$ cat src/rtl/matrix_scale_pkg.sv
// Shared encodings and helpers for the scalar x matrix scale unit.
package matrix_scale_pkg;

    localparam logic [1:0] MODE_SCALE = 2'd0;
    localparam logic [1:0] MODE_ACC   = 2'd1;
    localparam logic [1:0] MODE_CLEAR = 2'd2;

    typedef enum logic [1:0] {
        IDLE = 2'd0,
        BUSY = 2'd1,
        DONE = 2'd2
    } state_t;

    // Products are kept at full width; not a free parameter.
    function automatic int prod_width(input int data_w);
        return 2 * data_w;
    endfunction

    function automatic int elem_lsb(input int e, input int w);
        return e * w;
    endfunction

endpackage

$ cat src/rtl/matrix_scale_unit_scale_lane.sv
// One multiplier lane: unsigned product, then overwrite / wrap-accumulate / clear select.
module scale_lane
    import matrix_scale_pkg::*;
#(
    parameter int DATA_W = 16
) (
    input  logic [1:0]                      i_mode,
    input  logic [DATA_W-1:0]               i_scalar,
    input  logic [DATA_W-1:0]               i_elem,
    input  logic [prod_width(DATA_W)-1:0]   i_acc,
    output logic [prod_width(DATA_W)-1:0]   o_acc
);

    localparam int PROD_W = prod_width(DATA_W);

    logic [PROD_W-1:0] w_prod;
    logic [PROD_W-1:0] w_sum;

    assign w_prod = PROD_W'(i_scalar) * PROD_W'(i_elem);
    assign w_sum  = i_acc + w_prod;

    // Encoding 3 is unused and behaves as a plain scale.
    always_comb begin
        o_acc = w_prod;
        case (i_mode)
            MODE_ACC:   o_acc = w_sum;
            MODE_CLEAR: o_acc = '0;
            default:    o_acc = w_prod;
        endcase
    end

endmodule

$ cat src/rtl/matrix_scale_unit.sv
// Time-multiplexed scalar x matrix multiplier: LANES elements per beat into a
// persistent result register that doubles as the accumulator.
//
//   state | meaning
//   IDLE  | ready for an operand transaction
//   BUSY  | stepping beats, LANES elements per cycle
//   DONE  | result held and offered until out_ready
module matrix_scale_unit
    import matrix_scale_pkg::*;
#(
    parameter int DIM    = 4,
    parameter int DATA_W = 16,
    parameter int LANES  = 4
) (
    input  logic                                  clk,
    input  logic                                  reset,
    input  logic                                  in_valid,
    output logic                                  in_ready,
    input  logic [1:0]                            mode,
    input  logic [DATA_W-1:0]                     scalar,
    input  logic [DIM*DIM*DATA_W-1:0]             matrix,
    output logic                                  out_valid,
    input  logic                                  out_ready,
    output logic [DIM*DIM*prod_width(DATA_W)-1:0] result
);

    localparam int NE     = DIM * DIM;
    localparam int PROD_W = prod_width(DATA_W);
    localparam int BEATS  = NE / LANES;
    localparam int BEAT_W = (BEATS > 1) ? $clog2(BEATS) : 1;
    localparam int IDX_W  = (NE > 1) ? $clog2(NE) : 1;
    localparam logic [BEAT_W-1:0] LAST_BEAT = BEAT_W'(BEATS - 1);

    if (NE % LANES != 0) begin : g_lanes_check
        $error("matrix_scale_unit: LANES must divide DIM*DIM");
    end

    state_t              r_state;
    state_t              w_state_nxt;
    logic [BEAT_W-1:0]   r_beat;
    logic [1:0]          r_mode;
    logic [DATA_W-1:0]   r_scalar;
    logic [DATA_W-1:0]   r_mat [NE];
    logic [PROD_W-1:0]   r_res [NE];

    logic                w_accept;
    logic                w_last;
    logic [IDX_W-1:0]    w_idx    [LANES];
    logic [DATA_W-1:0]   w_elem   [LANES];
    logic [PROD_W-1:0]   w_acc_in [LANES];
    logic [PROD_W-1:0]   w_acc_out[LANES];

    assign w_accept = in_valid && (r_state == IDLE);
    assign w_last   = (r_beat == LAST_BEAT);

    always_ff @(posedge clk) begin
        if (reset) r_state <= IDLE;
        else       r_state <= w_state_nxt;
    end

    always_comb begin
        w_state_nxt = r_state;
        case (r_state)
            IDLE:    if (in_valid) w_state_nxt = BUSY;
            BUSY:    if (w_last)   w_state_nxt = DONE;
            DONE:    if (out_ready) w_state_nxt = IDLE;
            default: w_state_nxt = IDLE;
        endcase
    end

    always_comb begin
        in_ready  = (r_state == IDLE);
        out_valid = (r_state == DONE);
    end

    always_ff @(posedge clk) begin
        if (reset) begin
            r_beat <= '0;
        end else if (w_accept) begin
            r_beat <= '0;
        end else if (r_state == BUSY) begin
            r_beat <= w_last ? '0 : r_beat + BEAT_W'(1);
        end
    end

    // Operands are captured once per transaction; ports are ignored until the next accept.
    always_ff @(posedge clk) begin
        if (reset) begin
            r_mode   <= '0;
            r_scalar <= '0;
            for (int e = 0; e < NE; e++) r_mat[e] <= '0;
        end else if (w_accept) begin
            r_mode   <= mode;
            r_scalar <= scalar;
            for (int e = 0; e < NE; e++) r_mat[e] <= matrix[elem_lsb(e, DATA_W) +: DATA_W];
        end
    end

    always_comb begin
        for (int l = 0; l < LANES; l++) begin
            w_idx[l]    = IDX_W'(int'(r_beat) * LANES + l);
            w_elem[l]   = r_mat[w_idx[l]];
            w_acc_in[l] = r_res[w_idx[l]];
        end
    end

    for (genvar l = 0; l < LANES; l++) begin : g_lane
        scale_lane #(
            .DATA_W (DATA_W)
        ) u_lane (
            .i_mode   (r_mode),
            .i_scalar (r_scalar),
            .i_elem   (w_elem[l]),
            .i_acc    (w_acc_in[l]),
            .o_acc    (w_acc_out[l])
        );
    end

    always_ff @(posedge clk) begin
        if (reset) begin
            for (int e = 0; e < NE; e++) r_res[e] <= '0;
        end else if (r_state == BUSY) begin
            for (int l = 0; l < LANES; l++) r_res[w_idx[l]] <= w_acc_out[l];
        end
    end

    for (genvar e = 0; e < NE; e++) begin : g_result
        assign result[elem_lsb(e, PROD_W) +: PROD_W] = r_res[e];
    end

endmodule
$ cat config.mk
export PLATFORM = sky130hd
export DESIGN_NAME = matrix_scale_unit
export DESIGN_NICKNAME = d
export VERILOG_FILES = /design/src/rtl/matrix_scale_pkg.sv /design/src/rtl/matrix_scale_unit_scale_lane.sv /design/src/rtl/matrix_scale_unit.sv
export SDC_FILE = /design/constraint.sdc
export NUM_CORES = 2
export LEC_CHECK = 0
export ABC_AREA = 1
export CAP_MARGIN = 5
export CORE_ASPECT_RATIO = 1.25
export CORE_MARGIN = 5
export CORE_UTILIZATION = 31
export CTS_BUF_LIST = sky130_fd_sc_hd__clkbuf_16
export CTS_CLUSTER_SIZE = 14
export DETAILED_ROUTE_END_ITERATION = 16
export HOLD_SLACK_MARGIN = 0.12
export PLACE_DENSITY = 0.59
export RECOVER_POWER = 100
export SYNTH_ARGS = -nofsm -noshare
export SYNTH_HDL_FRONTEND = slang
export SYNTH_SLANG_ARGS = --single-unit
$ cat constraint.sdc
create_clock -name clk -period 10.45 [get_ports clk]
set_clock_uncertainty 0.15 [all_clocks]
set_input_delay 2.09 -clock clk [delete_from_list [all_inputs] [get_ports clk]]
set_output_delay 2.09 -clock clk [all_outputs]
set_load 0.02 [all_outputs]
==> results.json <==
{
  "ys.flop_type": "edfxtp_1",
  "cts_hold_buf": 0,
  "syn_nets": 11000,
  "pin_count": 792,
  "grt_first_pass_wirelength_um": 482000,
  "path_class": "in2reg",
  "failed_checks": "max-capacitance violations, max-slew violations",
  "outcome": "finished with violations",
  "rsz0062_at_grt": "no",
  "num_rows": 204,
  "ys_seq_area_share_pct": 30.5,
  "area_delta_synth_final_pct": 18.2,
  "cts_tree": "yes",
  "final-max-slew-violation-count": 1584,
  "drive_gt1_share_pct": 3.64,
  "p_int_mw": 7.38,
  "layout_common_cells": "nand2_1 (1739), inv_1 (1617), nor2_1 (1546)",
  "cts.sinks": 792,
  "hold_path_class": "reg2reg",
  "synthDistinctLibCells": 57,
  "grt_max_degree": 99,
  "core_area_mm2": 0.247,
  "post_cts_buffers": 0,
  "critPathMaxStageDelay_ps": 2160,
  "arrival_ps": 9820,
  "drt-pass1-iter-count": 8,
  "ant_nets": 0,
  "p_sw_share_pct": 45.9,
  "setup_viol": 0,
  "wirelength_um": 332000,
  "avgSynthCellArea_um2": 8.25,
  "fmax_mhz": 101,
  "die-height_um": 568,
  "cp_slowest_cell": "nand2_1",
  "fin_nets": 11600,
  "grt_pass1_vias": 71000,
  "antenna_found_initial": 12,
  "wl_per_cell_um": 24.9,
  "p_leak_nw": 41.9,
  "cp-end-kind": "flop",
  "worstMarginPinSlew_ps": 4760,
  "clockBufferDepth": 3,
  "critical_path.most_common_cell": "nand2_1",
  "fin_crit_sh_pct": 95.1,
  "syn-cell-area_mm2": 0.0771,
  "cts_root_buf": "clkbuf_16",
  "cts_inserted_buffers": 87,
  "crit_path_max_fanout": 56,
  "dr_total_vias": 68300,
  "hold_slack_ps": 387,
  "gp_congestion": 0.947,
  "peakVddDrop_mv": 0.201,
  "synthCells": 9348,
  "path_cells": "clkbuf_1 -> nor2_1 -> nand2_1 -> nand2_1 -> clkbuf_2",
  "h-tree-depth": 3,
  "track_usage_pct": 24.9,
  "cts_resized": 0,
  "overflow": 0,
  "maxSlewHeadroom_pct": -218,
  "powerDensity_mw_per_mm2": 150,
  "first_iter_violations": 5472,
  "hpwl_um": 260000,
  "postSynth.asyncResetShare_pct": 0,
  "hold_viol_final": 0,
  "avgViaCountPerCell": 5.13,
  "required_ps": 10340,
  "yosys_warnings": 0,
  "ys_ff_latch": 792,
  "p_clk_share_pct": 22.9,
  "drc": 0,
  "p_sw_mw": 6.27,
  "clkSlewWorstSetupHoldPaths_ps": 60,
  "start_util_pct": 31.2,
  "final.setup.tns_ps": 0,
  "finalPower_mw": 13.6,
  "clk-insertion-delay-late_ps": 730,
  "comb_power_share_pct": 48.9,
  "fin_util_pct": 36.9,
  "die_w_um": 456,
  "critPathLaunchType": "input port",
  "dieArea_mm2": 0.259,
  "fin_crit_ps": 9940,
  "drv_cap": 31,
  "portBuffers": 791,
  "synth_edf_count": 768,
  "final_common_cell": "nand2_1",
  "power_frac_seq_pct": 28.2
}
-- stage by stage --
step / instances / instance area (um^2) / setup slack, ps
2_1_floorplan: 9348 / 77100 / 2740
3_3_place_gp: 13200 / 88700 / 1120
3_5_place_dp: 13200 / 88700 / 1130
4_1_cts: 13300 / 91400 / 1050
5_1_grt: 13300 / 91100 / 280
6_report: 13300 / 91100 / 512
-- state kept, by name, indices dropped and copies added, names as in the netlist, named ones only --
register and count:
r_mat 256, r_mode 2, r_state 2, r_beat 2, r_res 512, r_scalar 16
-- worst max-delay path: cells and delay by family --
family                 cells  cell delay [ps]
AND/OR/NAND/NOR            3             4680
buffers and inverters      2             2900
-- logic make-up (layout without fill, tap and decap cells) --
| logic type | count (synthesis) | count (layout) | share of synthesized area, % |
|---|---|---|---|
| buf+inv | 2023 | 2694 | 10.0 |
| compound gates | 1271 | 1271 | 9.03 |
| xor+xnor | 108 | 108 | 1.35 |
| other cells | 0 | 11 | 0 |
| simple gates | 3829 | 3829 | 20.0 |
| flops | 792 | 792 | 30.5 |
| fa+ha+maj | 1325 | 1325 | 29.1 |
-- power by group through the flow --
stage | registers (mW) | clock network (mW) | logic [mW]
floorplan | 3.98 | 0 | 3.97
global placement | 3.90 | 0 | 6.65
detailed placement | 3.90 | 0 | 6.61
CTS | 3.84 | 3.17 | 6.69
global route | 3.86 | 3.29 | 7.32
finish | 3.84 | 3.12 | 6.68
-- synth_stat cells (all sizes together) (9+ instances only) --
cell type | count | area, um^2
o21bai | 26 | 203
o22ai | 143 | 895
a21o | 29 | 218
nand2 | 1756 | 6640
edfxtp | 768 | 23100
a21oi | 537 | 2720
inv | 1629 | 6110
o21ai | 474 | 2440
nand3b | 28 | 235
ha | 545 | 6820
nand3 | 340 | 1760
xor2 | 67 | 677
fa | 780 | 15600
clkinv | 9 | 33.8
nor2 | 1557 | 5870
dfxtp | 24 | 480
or2 | 25 | 156
o211ai | 9 | 67.6
a21boi | 13 | 120
nor4 | 10 | 62.6
nand4 | 21 | 131
and2 | 26 | 163
xnor2 | 41 | 367
a31oi | 13 | 81.3
clkbuf | 274 | 1030
buf | 111 | 544
nor3 | 62 | 375
-- final timing paths --
kind	from	to	slack, ps	cells past startpoint
hold reg to reg	r_state[1]$_SDFFE_PP0P_	r_state[1]$_SDFFE_PP0P_	390	2
hold / removal	r_state[1]$_SDFFE_PP0P_	r_state[1]$_SDFFE_PP0P_	390	2
setup reg to reg	r_scalar[2]$_SDFFE_PP0P_	r_res[6][17]$_SDFFCE_PN0P_	640	26
setup / recovery	reset	r_res[7][13]$_SDFFCE_PN0P_	510	5
-- layout make-up --
| type | count | area (um^2) |
|---|---|---|
| antenna | 11 | 27.5 |
| clock buffer | 88 | 2200 |
| timing repair buffer | 905 | 8720 |
| multi-input combinational | 6533 | 45800 |
| clock inverter | 63 | 566 |
| inverter | 1638 | 6160 |
| sequential | 792 | 23600 |
| fill | 25600 | 156000 |
| tap | 3296 | 4120 |
-- per-layer routing --
metal | part of all wire, % | GRT usage (%) | vias up
met5 | 0.0039 | 0 | -
met4 | 6.2 | 12.5 | 2
met3 | 7.6 | 5.45 | 655
met2 | 47 | 41.5 | 2791
met1 | 39 | 30.4 | 34100
li1 | - | - | 30700
(Power assumes the default switching activity.)
